[src/rtl/hub75_line_capture.sv]
// HUB75 receive-side line capture: oversamples panel pins, rebuilds each shifted row and
// replays it as a valid/ready stream. OE pulse measurement gated by HUB75_LINE_CAPTURE_OE_MEASURE_EN.
module hub75_line_capture #(
  parameter int unsigned WIDTH       = 64,
  parameter int unsigned SYNC_STAGES = 2,
  parameter int unsigned OE_CNT_W    = 16
) (
  input  logic                clk_in,
  input  logic                reset,
  input  logic                hub75_clk,
  input  logic                hub75_latch,
  input  logic                hub75_oe,
  input  logic [3:0]          hub75_row,
  input  logic [5:0]          hub75_rgb,
  output logic                out_valid,
  input  logic                out_ready,
  output logic [5:0]          out_col,
  output logic [3:0]          out_row,
  output logic [5:0]          out_rgb,
  output logic                out_last,
  output logic                oe_valid,
  output logic [OE_CNT_W-1:0] oe_width,
  output logic [3:0]          oe_row,
  input  logic                clear_flags,
  output logic                overrun,
  output logic                overlength
);

  localparam int unsigned KW     = $clog2(WIDTH);
  localparam int unsigned CW     = $clog2(WIDTH + 1);
  localparam int unsigned SYNC_W = 12;

  typedef enum logic {S_IDLE = 1'b0, S_DRAIN = 1'b1} state_t;

  state_t            r_state;
  state_t            w_state_nxt;
  logic [SYNC_W-1:0] r_sync [SYNC_STAGES];
  logic [SYNC_W-1:0] w_sync;
  logic              r_clk_prev;
  logic              r_latch_prev;
  logic [5:0]        r_buf [2][WIDTH];
  logic              r_wsel;
  logic [CW-1:0]     r_cap_cnt;
  logic [CW-1:0]     r_line_len;
  logic [3:0]        r_line_row;
  logic [KW-1:0]     r_k;
  logic              r_overrun;
  logic              r_overlength;

  logic              w_clk_s;
  logic              w_latch_s;
  logic [3:0]        w_row_s;
  logic [5:0]        w_rgb_s;
  logic              w_clk_rise;
  logic              w_latch_rise;
  logic              w_pix_wr;
  logic [CW-1:0]     w_len_nxt;
  logic              w_accept;
  logic              w_hs;

  // Synchronizer chain for pixel clock, latch, row and RGB
  always_ff @(posedge clk_in or posedge reset) begin
    if (reset) begin
      for (int i = 0; i < SYNC_STAGES; i++) r_sync[i] <= '0;
    end else begin
      r_sync[0] <= {hub75_clk, hub75_latch, hub75_row, hub75_rgb};
      for (int i = 1; i < SYNC_STAGES; i++) r_sync[i] <= r_sync[i-1];
    end
  end

  assign w_sync       = r_sync[SYNC_STAGES-1];
  assign w_clk_s      = w_sync[11];
  assign w_latch_s    = w_sync[10];
  assign w_row_s      = w_sync[9:6];
  assign w_rgb_s      = w_sync[5:0];
  assign w_clk_rise   = w_clk_s & ~r_clk_prev;
  assign w_latch_rise = w_latch_s & ~r_latch_prev;
  assign w_pix_wr     = w_clk_rise && (r_cap_cnt < CW'(WIDTH));
  // A pixel edge coinciding with the latch edge belongs to the latched line
  assign w_len_nxt    = r_cap_cnt + CW'(w_pix_wr);
  assign w_accept     = w_latch_rise && (r_state == S_IDLE);
  assign w_hs         = out_valid && out_ready;

  // Capture buffer write; the drain side reads the other buffer, so it never changes under it
  always_ff @(posedge clk_in) begin
    if (w_pix_wr) r_buf[r_wsel][r_cap_cnt[KW-1:0]] <= w_rgb_s;
  end

  always_ff @(posedge clk_in or posedge reset) begin
    if (reset) begin
      r_clk_prev   <= 1'b0;
      r_latch_prev <= 1'b0;
      r_wsel       <= 1'b0;
      r_cap_cnt    <= '0;
      r_line_len   <= '0;
      r_line_row   <= '0;
      r_k          <= '0;
      r_overrun    <= 1'b0;
      r_overlength <= 1'b0;
    end else begin
      r_clk_prev   <= w_clk_s;
      r_latch_prev <= w_latch_s;
      if (w_latch_rise)  r_cap_cnt <= '0;
      else if (w_pix_wr) r_cap_cnt <= r_cap_cnt + CW'(1);
      if (w_accept) begin
        r_wsel     <= ~r_wsel;
        r_line_len <= w_len_nxt;
        r_line_row <= w_row_s;
        r_k        <= '0;
      end else if (w_hs) begin
        r_k <= r_k + KW'(1);
      end
      r_overrun    <= (w_latch_rise && (r_state != S_IDLE)) | (r_overrun & ~clear_flags);
      r_overlength <= (w_clk_rise && (r_cap_cnt == CW'(WIDTH))) | (r_overlength & ~clear_flags);
    end
  end

  assign overrun    = r_overrun;
  assign overlength = r_overlength;

  always_ff @(posedge clk_in or posedge reset) begin
    if (reset) r_state <= S_IDLE;
    else       r_state <= w_state_nxt;
  end

  always_comb begin
    w_state_nxt = r_state;
    case (r_state)
      S_IDLE:  if (w_accept && (w_len_nxt != '0)) w_state_nxt = S_DRAIN;
      S_DRAIN: if (w_hs && out_last) w_state_nxt = S_IDLE;
      default: w_state_nxt = S_IDLE;
    endcase
  end

  // Stream words walk the drain buffer in shift order; columns count down like the driver
  always_comb begin
    out_valid = 1'b0;
    out_col   = '0;
    out_row   = '0;
    out_rgb   = '0;
    out_last  = 1'b0;
    if (r_state == S_DRAIN) begin
      out_valid = 1'b1;
      out_col   = 6'(KW'(WIDTH - 1) - r_k);
      out_row   = r_line_row;
      out_rgb   = r_buf[~r_wsel][r_k];
      out_last  = (CW'(r_k) == (r_line_len - CW'(1)));
    end
  end

`ifdef HUB75_LINE_CAPTURE_OE_MEASURE_EN
  logic [SYNC_STAGES:0] r_oe_s;
  logic [OE_CNT_W-1:0]  r_oe_cnt;
  logic                 r_oe_valid;
  logic [OE_CNT_W-1:0]  r_oe_width;
  logic [3:0]           r_oe_row;
  logic                 w_oe_lvl;
  logic                 w_oe_rise;
  logic                 w_oe_fall;

  assign w_oe_lvl  = r_oe_s[SYNC_STAGES-1];
  assign w_oe_rise = w_oe_lvl & ~r_oe_s[SYNC_STAGES];
  assign w_oe_fall = ~w_oe_lvl & r_oe_s[SYNC_STAGES];

  // Top bit of the chain is the previous synced level for edge detection
  always_ff @(posedge clk_in or posedge reset) begin
    if (reset) begin
      r_oe_s     <= '0;
      r_oe_cnt   <= '0;
      r_oe_valid <= 1'b0;
      r_oe_width <= '0;
      r_oe_row   <= '0;
    end else begin
      r_oe_s     <= {r_oe_s[SYNC_STAGES-1:0], hub75_oe};
      if (w_oe_rise)                       r_oe_cnt <= OE_CNT_W'(1);
      else if (w_oe_lvl && (r_oe_cnt != '1)) r_oe_cnt <= r_oe_cnt + OE_CNT_W'(1);
      r_oe_valid <= w_oe_fall;
      if (w_oe_fall) begin
        r_oe_width <= r_oe_cnt;
        r_oe_row   <= r_line_row;
      end
    end
  end

  assign oe_valid = r_oe_valid;
  assign oe_width = r_oe_width;
  assign oe_row   = r_oe_row;
`else
  logic w_unused_oe;
  assign w_unused_oe = hub75_oe;
  assign oe_valid    = 1'b0;
  assign oe_width    = '0;
  assign oe_row      = '0;
`endif

endmodule

[config.mk]
export PLATFORM = sky130hd
export DESIGN_NAME = hub75_line_capture
export DESIGN_NICKNAME = d
export VERILOG_FILES = /design/src/rtl/hub75_line_capture.sv
export SDC_FILE = /design/constraint.sdc
export NUM_CORES = 1
export LEC_CHECK = 0
export BUFFER_PORTS_ARGS = -buffer_cell sky130_fd_sc_hd__buf_2
export CAP_MARGIN = 10
export CORE_UTILIZATION = 45
export DETAILED_ROUTE_END_ITERATION = 10
export PLACE_DENSITY = 0.59
export SYNTH_ARGS = -nofsm -noshare
export SYNTH_HDL_FRONTEND = slang
export SYNTH_SLANG_ARGS = --single-unit
[constraint.sdc]
create_clock -name clk_in -period 3 [get_ports clk_in]
set_input_delay 0.75 -clock clk_in [delete_from_list [all_inputs] [get_ports clk_in]]
set_output_delay 0.75 -clock clk_in [all_outputs]
set_load 0.01 [all_outputs]
==> impl_results.md, run 1 <==
* Tot Pwr at 27.1 mW
* TritonCTS Buffers at 86
* Predominant post-synthesis flop cell: edfxtp_1
* Final instance area at 39700 sq um
* Share of cells above drive strength 1 at 31.5%
* Gr ovfl total at 0
* Worst setup path category: flop to output port
* Post-DP HPWL at 50200 um
* Comb pwr share at 13.8%
* RSZ-0062 raised after global routing: true
* Clk_lat worst skew at 0.64 ns
* Worst setup EP type: output port
* Max-slew headroom at 42.9%
* Max VDD drop at 0.000427 V
* Sum Neg Setup Slack at -7.00 ns
* CTS tree: built
* CTS max path bufs at 3
* Fmax at 237 MHz
* Initial antenna violation count at 0
* Startpoint types: flop
* GR peak layer: met2
* Failing checks: negative setup slack
* Synth Instances at 1806
* Area growth syn-to-layout at 21.3%
* Syn Area/Cell at 18.1 sq um
* Total of warnings raised by yosys at 0
* Vias in the first global route at 18.0k
* Sw Share at 24.8%
* Distinct cells, synth at 50
* # hold bufs at CTS at 0
* Seq pwr share at 47.0%
* Die H at 272 um
* Die area at 73800 sq um
* Layout Nets at 2149
* Critical path arrival at 3.46 ns
* Final Cycle Share at 140%
* Switching power total at 6.72 mW
* Slew Limit Fails at 0
* Worst Hold Class: input port to asynchronous set/reset pin
* Maxcap violations at 0
* Setup ws final at -1.21 ns
* H-tree levels at 3
* Pre-antenna DRT Iters at 6
* Seq/Total Area, Yosys at 74.7%
* DRT Wirelength at 79000 um
* Worst Skew at 0.0263 ns
* Pwr Density at 683 nW/um^2
* M3 GR Usage at 3.92%
* Via/cell ratio at 5.62
* Gpl congestion at 0.839
* Run status: complete, but fails checks
* Asr flop ratio synth at 6.57%
* Via count at 17.7k
* Routed Antenna Nets at 0
* Post-DP Area at 35800 sq um
* Io pins at 58
* Initial DRC count at 1802
* Initial core utilization at 45.6%
* Clock network power share at 39.1%
* Largest net degree at the start of global routing at 82
* Flops & latches, synth at 822
* Finish-stage setup viols at 7
* Mapped cell area at 32700 sq um
* Die width at 272 um
* Total core area at 71700 sq um
* Met2 Use GR at 34.8%
* CP required at 2.25 ns
* EDFF count, synth at 768
* Fin crit period at 4.21 ns
* Clock Tree Root: clkbuf_16
* First-pass GRT wire length at 118000 um
* Drt drc at 0
* CTS sink cnt at 822
* Port Buffers at 35
* CTS clock-pin slew for the worst setup and hold paths at 0.06 ns
* P_int at 20.4 mW
* N_diodes at 0
* Site row count at 98
* GRT Util Overall at 21.7%
* Average wire per standard cell at 25.1 um
* Fin. Hold Viols at 0
* Leakage power at 12.8 nW
* Met1 GRT Util at 30.1%
* Worst Tran Pin Value at 0.856 ns
* Hold WS at 0.214 ns
* Crit-path max FO at 8
[metrics by stage]
step,setup WS (ns),util [%],std cells
3_3_place_gp,-0.716,49.9,2959
4_1_cts,-1.16,55.1,3143
2_1_floorplan,0.111,-,1826
3_5_place_dp,-0.715,49.9,2959
6_report,-1.21,55.3,3144
5_1_grt,-1.26,55.3,3144
[path summary, 6_finish.rpt]
check	start	depth (start not counted)	end	slack (ns)
setup reg to reg	r_wsel	7	r_buf[0][247]	0.12
hold reg to reg	r_sync[20]	0	w_sync[8]	0.34
max in group asynchronous	reset	3	r_k[3]	2.13
min in group clk_in	hub75_rgb[2]	1	r_sync[14]	0.23
hold / removal	reset	2	r_line_row[1]	0.21
setup / recovery	r_wsel	9	out_rgb[4]	-1.21
[layout make-up]
type                    instances  area (sq um)
flip-flops and latches        822         24400
fillers                      5554         32100
repair buffers                343          3210
well taps                     950          1190
inverters                      11          41.3
clock inverters                44           478
multi-input cells             862          7970
clock buffers                 112          2330
[power groups by stage]
stage | clock network, mW | registers [mW] | logic (mW)
4_1_cts | 10.8 | 12.7 | 3.63
6_report | 10.6 | 12.7 | 3.75
5_1_grt | 11.2 | 12.8 | 3.94
3_3_place_gp | 0 | 13.0 | 3.32
2_1_floorplan | 0 | 12.9 | 1.49
3_5_place_dp | 0 | 13.0 | 3.34
[synth_stat cells (2+ instances only)]
cell	number	share of area [%]
edfxtp_1	768	71
nor2_1	152	1.7
mux4_2	120	8.3
mux2i_1	110	3.4
a211oi_1	74	1.7
nand2_1	73	0.84
clkbuf_1	61	0.70
dfrtp_1	54	4.1
nor2b_1	42	0.80
a21oi_1	38	0.58
o22ai_1	36	0.69
buf_4	31	0.71
o21ai_0	26	0.40
nor3_1	25	0.38
o221ai_1	24	0.64
nand3_1	20	0.31
mux2_2	14	0.48
buf_2	13	0.20
xor2_1	13	0.35
buf_6	12	0.41
a2111oi_0	11	0.29
inv_1	11	0.13
xnor2_1	8	0.21
a2111oi_2	6	0.28
buf_12	6	0.37
ha_1	6	0.23
o41a_1	6	0.21
and2_1	5	0.096
a2111oi_1	4	0.12
buf_1	4	0.046
nand2b_1	4	0.077
nand4_1	4	0.077
buf_8	3	0.14
nand3b_1	3	0.069
o31ai_1	3	0.069
a32oi_1	2	0.054
[kinds of logic after synthesis]
group	synth area share, %
AOI/OAI and AO/OA	5.21
xor gates and xnor gates	0.562
adders and majority gates	0.230
buffers and inverters	2.72
DFF	74.7
muxes	12.1
other	0.0115
and+or+nand+nor	4.50
[state kept, by name, indices dropped and copies added, names as in the netlist]
name	count
r_wsel	1
r_buf	768
r_clk_prev	1
r_state	1
w_sync	12
overrun	1
r_k	6
r_line_len	7
r_latch_prev	1
r_line_row	4
r_sync	12
r_cap_cnt	7
overlength	1
[critical path: stages (launching register included)]
cell and delay (ns):
dfrtp_4 0.47, buf_12 0.14, bufbuf_16 0.29, mux4_2 0.57
a2111oi_4 0.36, buf_4 0.18, a2111oi_4 0.04, buf_4 0.16
o41a_1 0.43, buf_2 0.17
[cell usage in the layout (no fill, tap or decap), types with 22 or more instances in the layout]
cell type,Yosys,routed
nand2_1,73,72
a21oi_1,38,33
o221ai_1,24,22
buf_2,13,35
o22ai_1,36,30
clkbuf_16,0,89
dfrtp_1,54,42
buf_12,6,34
a211oi_1,74,51
mux4_2,120,120
edfxtp_1,768,768
nor2_1,152,148
buf_4,31,250
mux2i_1,110,107
nor2b_1,42,41
[metal layers]
layer  up-vias  part of all wire, %
li1       7836                    -
met1      9123                   43
met2       561                   48
met3       135                  5.8
met4         0                  3.1
met5         -                    0
[what timing repair did]
| action | CTS | global route |
|---|---|---|
| endpoints found under the setup margin | 7 | 19 |
| resized for setup | 103 | 29 |
| setup buffers | 24 | 1 |
| pin swaps | 38 | 7 |
| gates cloned | 6 | 0 |
Note: power is estimated with default switching activity, not from simulation.
==> inputs of run 2 (changes only) <==
CORE_UTILIZATION = 40   (was 45)
PLACE_DENSITY = 0.53   (was 0.59)
==> impl_results.md, run 2 (same netlist as run 1, synthesis figures left out) <==
* Run status: complete, but fails checks (unchanged)
* Failing checks: negative setup slack (unchanged)
* Fin. Hold Viols at 0 (unchanged)
* Die H at 288 um (was 272 um)
* Pre-antenna DRT Iters at 7 (was 6)
* CTS tree: built (unchanged)
* Worst Hold Class: input port to flop (was input port to asynchronous set/reset pin)
* Via count at 17.4k (was 17.7k)
* Via/cell ratio at 5.43 (was 5.62)
* Maxcap violations at 0 (unchanged)
* Startpoint types: flop (unchanged)
* Worst setup path category: flop to output port (unchanged)
* RSZ-0062 raised after global routing: true (unchanged)
* Io pins at 58 (unchanged)
* Initial DRC count at 1406 (was 1802)
* # hold bufs at CTS at 0 (unchanged)
* Largest net degree at the start of global routing at 129 (was 82)
* Fmax at 240 MHz (was 237 MHz)
* Average wire per standard cell at 25.2 um (was 25.1 um)
* CP required at 2.25 ns (about the same)
* Area growth syn-to-layout at 20.5% (was 21.3%)
* Register cell area after layout at 24400 sq um (about the same)
* Die area at 82900 sq um (was 73800 sq um)
* Leakage power at 12.6 nW (was 12.8 nW)
* Slowest CP cell: o41a_1 (was mux4_2)
* Clock Tree Root: clkbuf_16 (unchanged)
* DRT Wirelength at 80900 um (was 79000 um)
* Max-slew headroom at 49.0% (was 42.9%)
* GRT Util Overall at 19.5% (was 21.7%)
* Final core occ at 48.8% (was 55.3%)
* Fill cells at 6672 (was 5554)
* Die width at 288 um (was 272 um)
* Top Family by Delay on Critical Path: buffers and inverters (unchanged)
* Layout Nets at 2100 (was 2149)
* Vias in the first global route at 17.5k (was 18.0k)
* Max VDD drop at 0.000505 V (was 0.000427 V)
* Commonest non-fill, non-tap cells in the layout: edfxtp_1, buf_4, nor2_1 (unchanged)
* Share of cells above drive strength 1 at 30.5% (was 31.5%)
* H-tree levels at 3 (unchanged)
* Clk_lat worst skew at 0.64 ns (about the same)
* Worst-path cell chain: buf_12 > buf_16 > buf_12 > buf_12 > mux4_2 > a21oi_4 > a2111oi_2 > buf_4 > o41a_1 > buf_2 (was buf_12 > bufbuf_16 > mux4_2 > a2111oi_4 > buf_4 > a2111oi_4 > buf_4 > o41a_1 > buf_2)
* Setup ws final at -1.18 ns (was -1.21 ns)
* Post-DP HPWL at 50900 um (was 50200 um)
* CTS sink cnt at 822 (unchanged)
* WP buf/inv at 6 (was 5)
* Pwr Density at 687 nW/um^2 (was 683 nW/um^2)
* Initial core utilization at 40.5% (was 45.6%)
* Max reg flops at 768 (unchanged)
* CTS max path bufs at 3 (unchanged)
* Site row count at 104 (was 98)
* Footprint of the multi-input gates at 7930 sq um (was 7970 sq um)
* N_diodes at 0 (unchanged)
* Tot Pwr at 27.1 mW (about the same)
* Routed Antenna Nets at 0 (unchanged)
* Fin cells at 3211 (was 3144)
* Finish-stage setup viols at 13 (was 7)
* Worst Skew at 0.0200 ns (was 0.0263 ns)
* Most common cell after layout, fill and taps aside: edfxtp_1 (unchanged)
* Worst Tran Pin Value at 0.764 ns (was 0.856 ns)
* Total core area at 80700 sq um (was 71700 sq um)
* Max stage delay on crit path at 0.52 ns (was 0.57 ns)
* CTS clock-pin slew for the worst setup and hold paths at 0.06 ns (about the same)
* Final Cycle Share at 139% (was 140%)
* Crit-path max FO at 8 (unchanged)
* Drt drc at 0 (unchanged)
* Gpl congestion at 0.806 (was 0.839)
* Critical path arrival at 3.43 ns (was 3.46 ns)
* TritonCTS Buffers at 87 (was 86)
* Placed Cells at 3031 (was 2959)
* Worst setup EP type: output port (unchanged)
* First-pass GRT wire length at 118000 um (about the same)
* Fin crit period at 4.18 ns (was 4.21 ns)
* DP Worst Slack at -0.783 ns (was -0.715 ns)
* Port Buffers at 35 (unchanged)
* Initial antenna violation count at 0 (unchanged)
* Most frequent CP cell: buf_12
* Gr ovfl total at 0 (unchanged)
* Slew Limit Fails at 0 (unchanged)
run 2: cell count changes in the layout (fill, tap and decap cells not counted), sizes merged:
cell,before,now
buf,342,291
bufinv,9,8
clkinvlp,3,5
bufbuf,1,0
clkbuf,112,108
clkinv,27,40
inv,16,15
run 2: layout make-up:
cell class	count	share of cell area, %
Inverter	11	0.105
Clock inverter	57	1.36
Multi-Input combinational cell	862	20.1
Timing Repair Buffer	293	7.11
Tap cell	1060	3.37
Clock buffer	106	5.86
Sequential cell	822	62.1
run 2: worst register-to-register path: cells and delay by family, from the launching register on:
| family | cells | cell delay (ns) |
|---|---|---|
| simple gates | 3 | 1.53 |
| buf+inv | 4 | 0.62 |
| flops | 1 | 0.51 |
run 2: layer usage:
| metal | vias up | share of wire [%] | GRT usage (%) |
|---|---|---|---|
| met3 | 117 | 5.1 | 2.88 |
| met2 | 506 | 49 | 31.3 |
| met4 | 0 | 2.6 | 6.59 |
| met1 | 9074 | 44 | 27.2 |
| li1 | 7738 | - | - |
| met5 | - | 0 | 0 |
run 2: power breakdown:
group / internal [mW] / leakage, nW / switching [mW] / total (mW)
sequential: 12.6 / 7.57 / 0.128 / 12.7
clock: 6.20 / 1.39 / 4.43 / 10.6
combinational: 1.50 / 3.60 / 2.21 / 3.70
run 2: final timing paths:
| check | endpoint | cells past startpoint | start | slack, ns |
|---|---|---|---|---|
| max in group asynchronous | r_k[0] | 3 | reset | 2.14 |
| setup reg to reg | r_buf[0][76] | 7 | r_wsel | -0.01 |
| hold reg to reg | w_sync[3] | 0 | r_sync[15] | 0.35 |
| min in group asynchronous | r_sync[16] | 3 | reset | 0.31 |
| setup / recovery | out_rgb[2] | 10 | r_wsel | -1.18 |
| hold / removal | r_sync[16] | 1 | hub75_rgb[4] | 0.22 |
run 2: per-stage QoR:
| step | instance area, sq um | setup TNS, ns | hold slack [ns] |
|---|---|---|---|
| after global routing | 39400 | -8.18 | 0.204 |
| final | 39400 | -7.02 | 0.225 |
| after detailed placement | 35800 | -3.99 | 0.335 |
| after global placement | 35800 | -3.92 | 0.334 |
| after CTS | 38900 | -7.43 | 0.182 |
| after floorplan | 32800 | 0 | 0.331 |
run 2: timing repair:
action / in CTS / in global routing
pin swaps: 2 / 24
buffers inserted: 4 / 11
endpoints found under the setup margin: 7 / 7
gates resized for setup: 36 / 85
gates cloned: 1 / 2
==> inputs of run 3 (changes only) <==
CORE_UTILIZATION = 50   (was 40)
CTS_BUF_LIST = sky130_fd_sc_hd__clkbuf_4 sky130_fd_sc_hd__clkbuf_8 sky130_fd_sc_hd__clkbuf_16   (was not set)
PLACE_DENSITY = 0.64   (was 0.53)
==> impl_results.md, run 3 (same netlist as run 1, synthesis figures left out) <==
* Routed Antenna Nets at 0 (unchanged)
* Worst Tran Pin Value at 0.884 ns (was 0.764 ns)
* DP Worst Slack at -0.736 ns (was -0.783 ns)
* Pre-antenna DRT Iters at 5 (was 7)
* Max-slew headroom at 41.1% (was 49.0%)
* Slew Limit Fails at 0 (unchanged)
* Met2 Use GR at 37.9% (was 31.3%)
* Gpl congestion at 0.850 (was 0.806)
* Clk_lat worst skew at 0.62 ns (was 0.64 ns)
* Fin cells at 2938 (was 3211)
* Met1 GRT Util at 31.7% (was 27.2%)
* Flop-to-flop setup slack at 0.22 ns (was -0.01 ns)
* Initial core utilization at 50.6% (was 40.5%)
* Initial DRC count at 1646 (was 1406)
* Initial antenna violation count at 0 (unchanged)
* Average wire per standard cell at 25.7 um (was 25.2 um)
* Run status: complete, but fails checks (unchanged)
* Via/cell ratio at 5.87 (was 5.43)
* RSZ-0062 raised after global routing: true (unchanged)
* Vias in the first global route at 17.8k (was 17.5k)
* Reg2reg path depth at 7 (unchanged)
* Io pins at 58 (unchanged)
* Hold WS at 0.239 ns (was 0.225 ns)
* Fill cells at 4663 (was 6672)
* Post-DP Area at 35000 sq um (was 35800 sq um)
* Fmax at 245 MHz (was 240 MHz)
* Commonest non-fill, non-tap cells in the layout: edfxtp_1, buf_4, nor2_1 (unchanged)
* CTS max path bufs at 3 (unchanged)
* Clock Tree Root: clkbuf_16 (unchanged)
* TritonCTS Buffers at 81 (was 87)
* Max VDD drop at 0.000505 V (about the same)
* M3 GR Usage at 4.11% (was 2.88%)
* Pwr Density at 676 nW/um^2 (was 687 nW/um^2)
* Max reg flops at 768 (unchanged)
* Drt drc at 0 (unchanged)
* Finish-stage setup viols at 7 (was 13)
* Die H at 258 um (was 288 um)
* Setup ws final at -1.09 ns (was -1.18 ns)
* CTS tree: built (unchanged)
* Fin crit period at 4.09 ns (was 4.18 ns)
* Worst Skew at 0.0159 ns (was 0.0200 ns)
* DRT Wirelength at 75400 um (was 80900 um)
* CP required at 2.25 ns (about the same)
* Crit-path max FO at 9 (was 8)
* Critical path arrival at 3.34 ns (was 3.43 ns)
* Startpoint types: flop (unchanged)
* # hold bufs at CTS at 0 (unchanged)
* Worst R2R Start: r_wsel (unchanged)
* Port Buffers at 35 (unchanged)
* Fin. Hold Viols at 0 (unchanged)
* Worst setup EP type: output port (unchanged)
* Share of cells above drive strength 1 at 29.2% (was 30.5%)
* Failing checks: negative setup slack (unchanged)
* First-pass GRT wire length at 113000 um (was 118000 um)
* Via count at 17.2k (was 17.4k)
* Final instance area at 38400 sq um (was 39400 sq um)
* Worst hold start: hub75_latch (was hub75_rgb[4])
* Placed Cells at 2774 (was 3031)
* Most common cell after layout, fill and taps aside: edfxtp_1 (unchanged)
* N_diodes at 0 (unchanged)
* CTS clock-pin slew for the worst setup and hold paths at 0.06 ns (about the same)
* Largest net degree at the start of global routing at 89 (was 129)
* GR peak layer: met2 (unchanged)
* Post-DP HPWL at 47100 um (was 50900 um)
* CTS sink cnt at 822 (unchanged)
* Leakage power at 12.2 nW (was 12.6 nW)
* Die width at 258 um (was 288 um)
* H-tree levels at 3 (unchanged)
* Die area at 66400 sq um (was 82900 sq um)
* Final Cycle Share at 136% (was 139%)
* Worst Hold Class: input port to flop (unchanged)
* Critical path startpoint: r_wsel (unchanged)
* Register cell area after layout at 24400 sq um (unchanged)
* Site row count at 93 (was 104)
* Maxcap violations at 0 (unchanged)
* Worst hold endpoint: r_sync[22] (was r_sync[16])
* Hold Crit Depth at 1 (unchanged)
* Area growth syn-to-layout at 17.5% (was 20.5%)
* Gr ovfl total at 0 (unchanged)
* Layout Nets at 2043 (was 2100)
* Total core area at 64600 sq um (was 80700 sq um)
* Footprint of the multi-input gates at 7900 sq um (was 7930 sq um)
* Worst R2R End: r_buf[1][294] (was r_buf[0][76])
* Worst setup path category: flop to output port (unchanged)
* GRT Util Overall at 23.1% (was 19.5%)
-- run 3: cell types whose count changed in the layout (fill, tap and decap cells not counted), moves of 10 or more --
cell      delta
nor2_1      -14
nor2_2      +14
clkbuf_1    -14
clkbuf_4    +20
buf_4       -43
buf_12      -10
-- run 3: through the flow --
| stage | setup TNS, ns | utilization [%] | total power, mW |
|---|---|---|---|
| 6_report | -6.54 | 59.5 | 26.0 |
| 4_1_cts | -7.57 | 59.3 | 26.0 |
| 2_1_floorplan | 0 | - | 14.4 |
| 3_5_place_dp | -6.59 | 54.3 | 16.0 |
| 3_3_place_gp | -4.28 | 54.3 | 16.0 |
| 5_1_grt | -7.16 | 59.5 | 26.7 |
-- run 3: worst max path at each step --
stage,slack (ns),to,cells after the start
finish,-1.09,out_rgb[4],12
global route,-1.17,out_rgb[4],11
CTS,-1.12,out_rgb[5],11
detailed placement,-0.74,out_rgb[4],9
global placement,-0.65,out_rgb[4],9
floorplan,0.11,out_rgb[4],9
-- run 3: layout make-up --
type | count | share of cell area, %
sequential | 822 | 63.6
multi-input combinational | 862 | 20.6
timing repair buffer | 242 | 6.20
clock buffer | 104 | 5.83
tap | 855 | 2.78
clock inverter | 42 | 0.892
inverter | 11 | 0.107
-- run 3: worst max-delay path: stages, from the launching register on --
cell,delay [ns]
dfrtp_4,0.50
buf_12,0.16
buf_12,0.14
buf_4,0.15
buf_4,0.18
mux2i_1,0.21
o221ai_1,0.15
a211oi_1,0.25
buf_4,0.17
a211oi_1,0.04
buf_4,0.18
o41a_1,0.41
buf_2,0.16
-- run 3: power breakdown --
group	total, mW	leakage [nW]	internal [mW]	switching [mW]
sequential	12.7	7.57	12.6	0.127
combinational	3.41	3.33	1.33	2.07
clock	9.83	1.29	5.71	4.12
total	26.0	12.2	19.6	6.31
-- run 3: timing repair --
action,in CTS,in global routing
resized for setup,78,41
gates cloned,6,0
setup buffers,18,1
pin swaps,28,6
setup endpoints to repair,43,158
-- run 3: metal layers --
metal  share of wire [%]  vias to the layer above
met3                 6.1                      154
met5                   0                        -
met4                 3.2                        0
met1                  42                     8884
li1                    -                     7613
met2                  49                      596
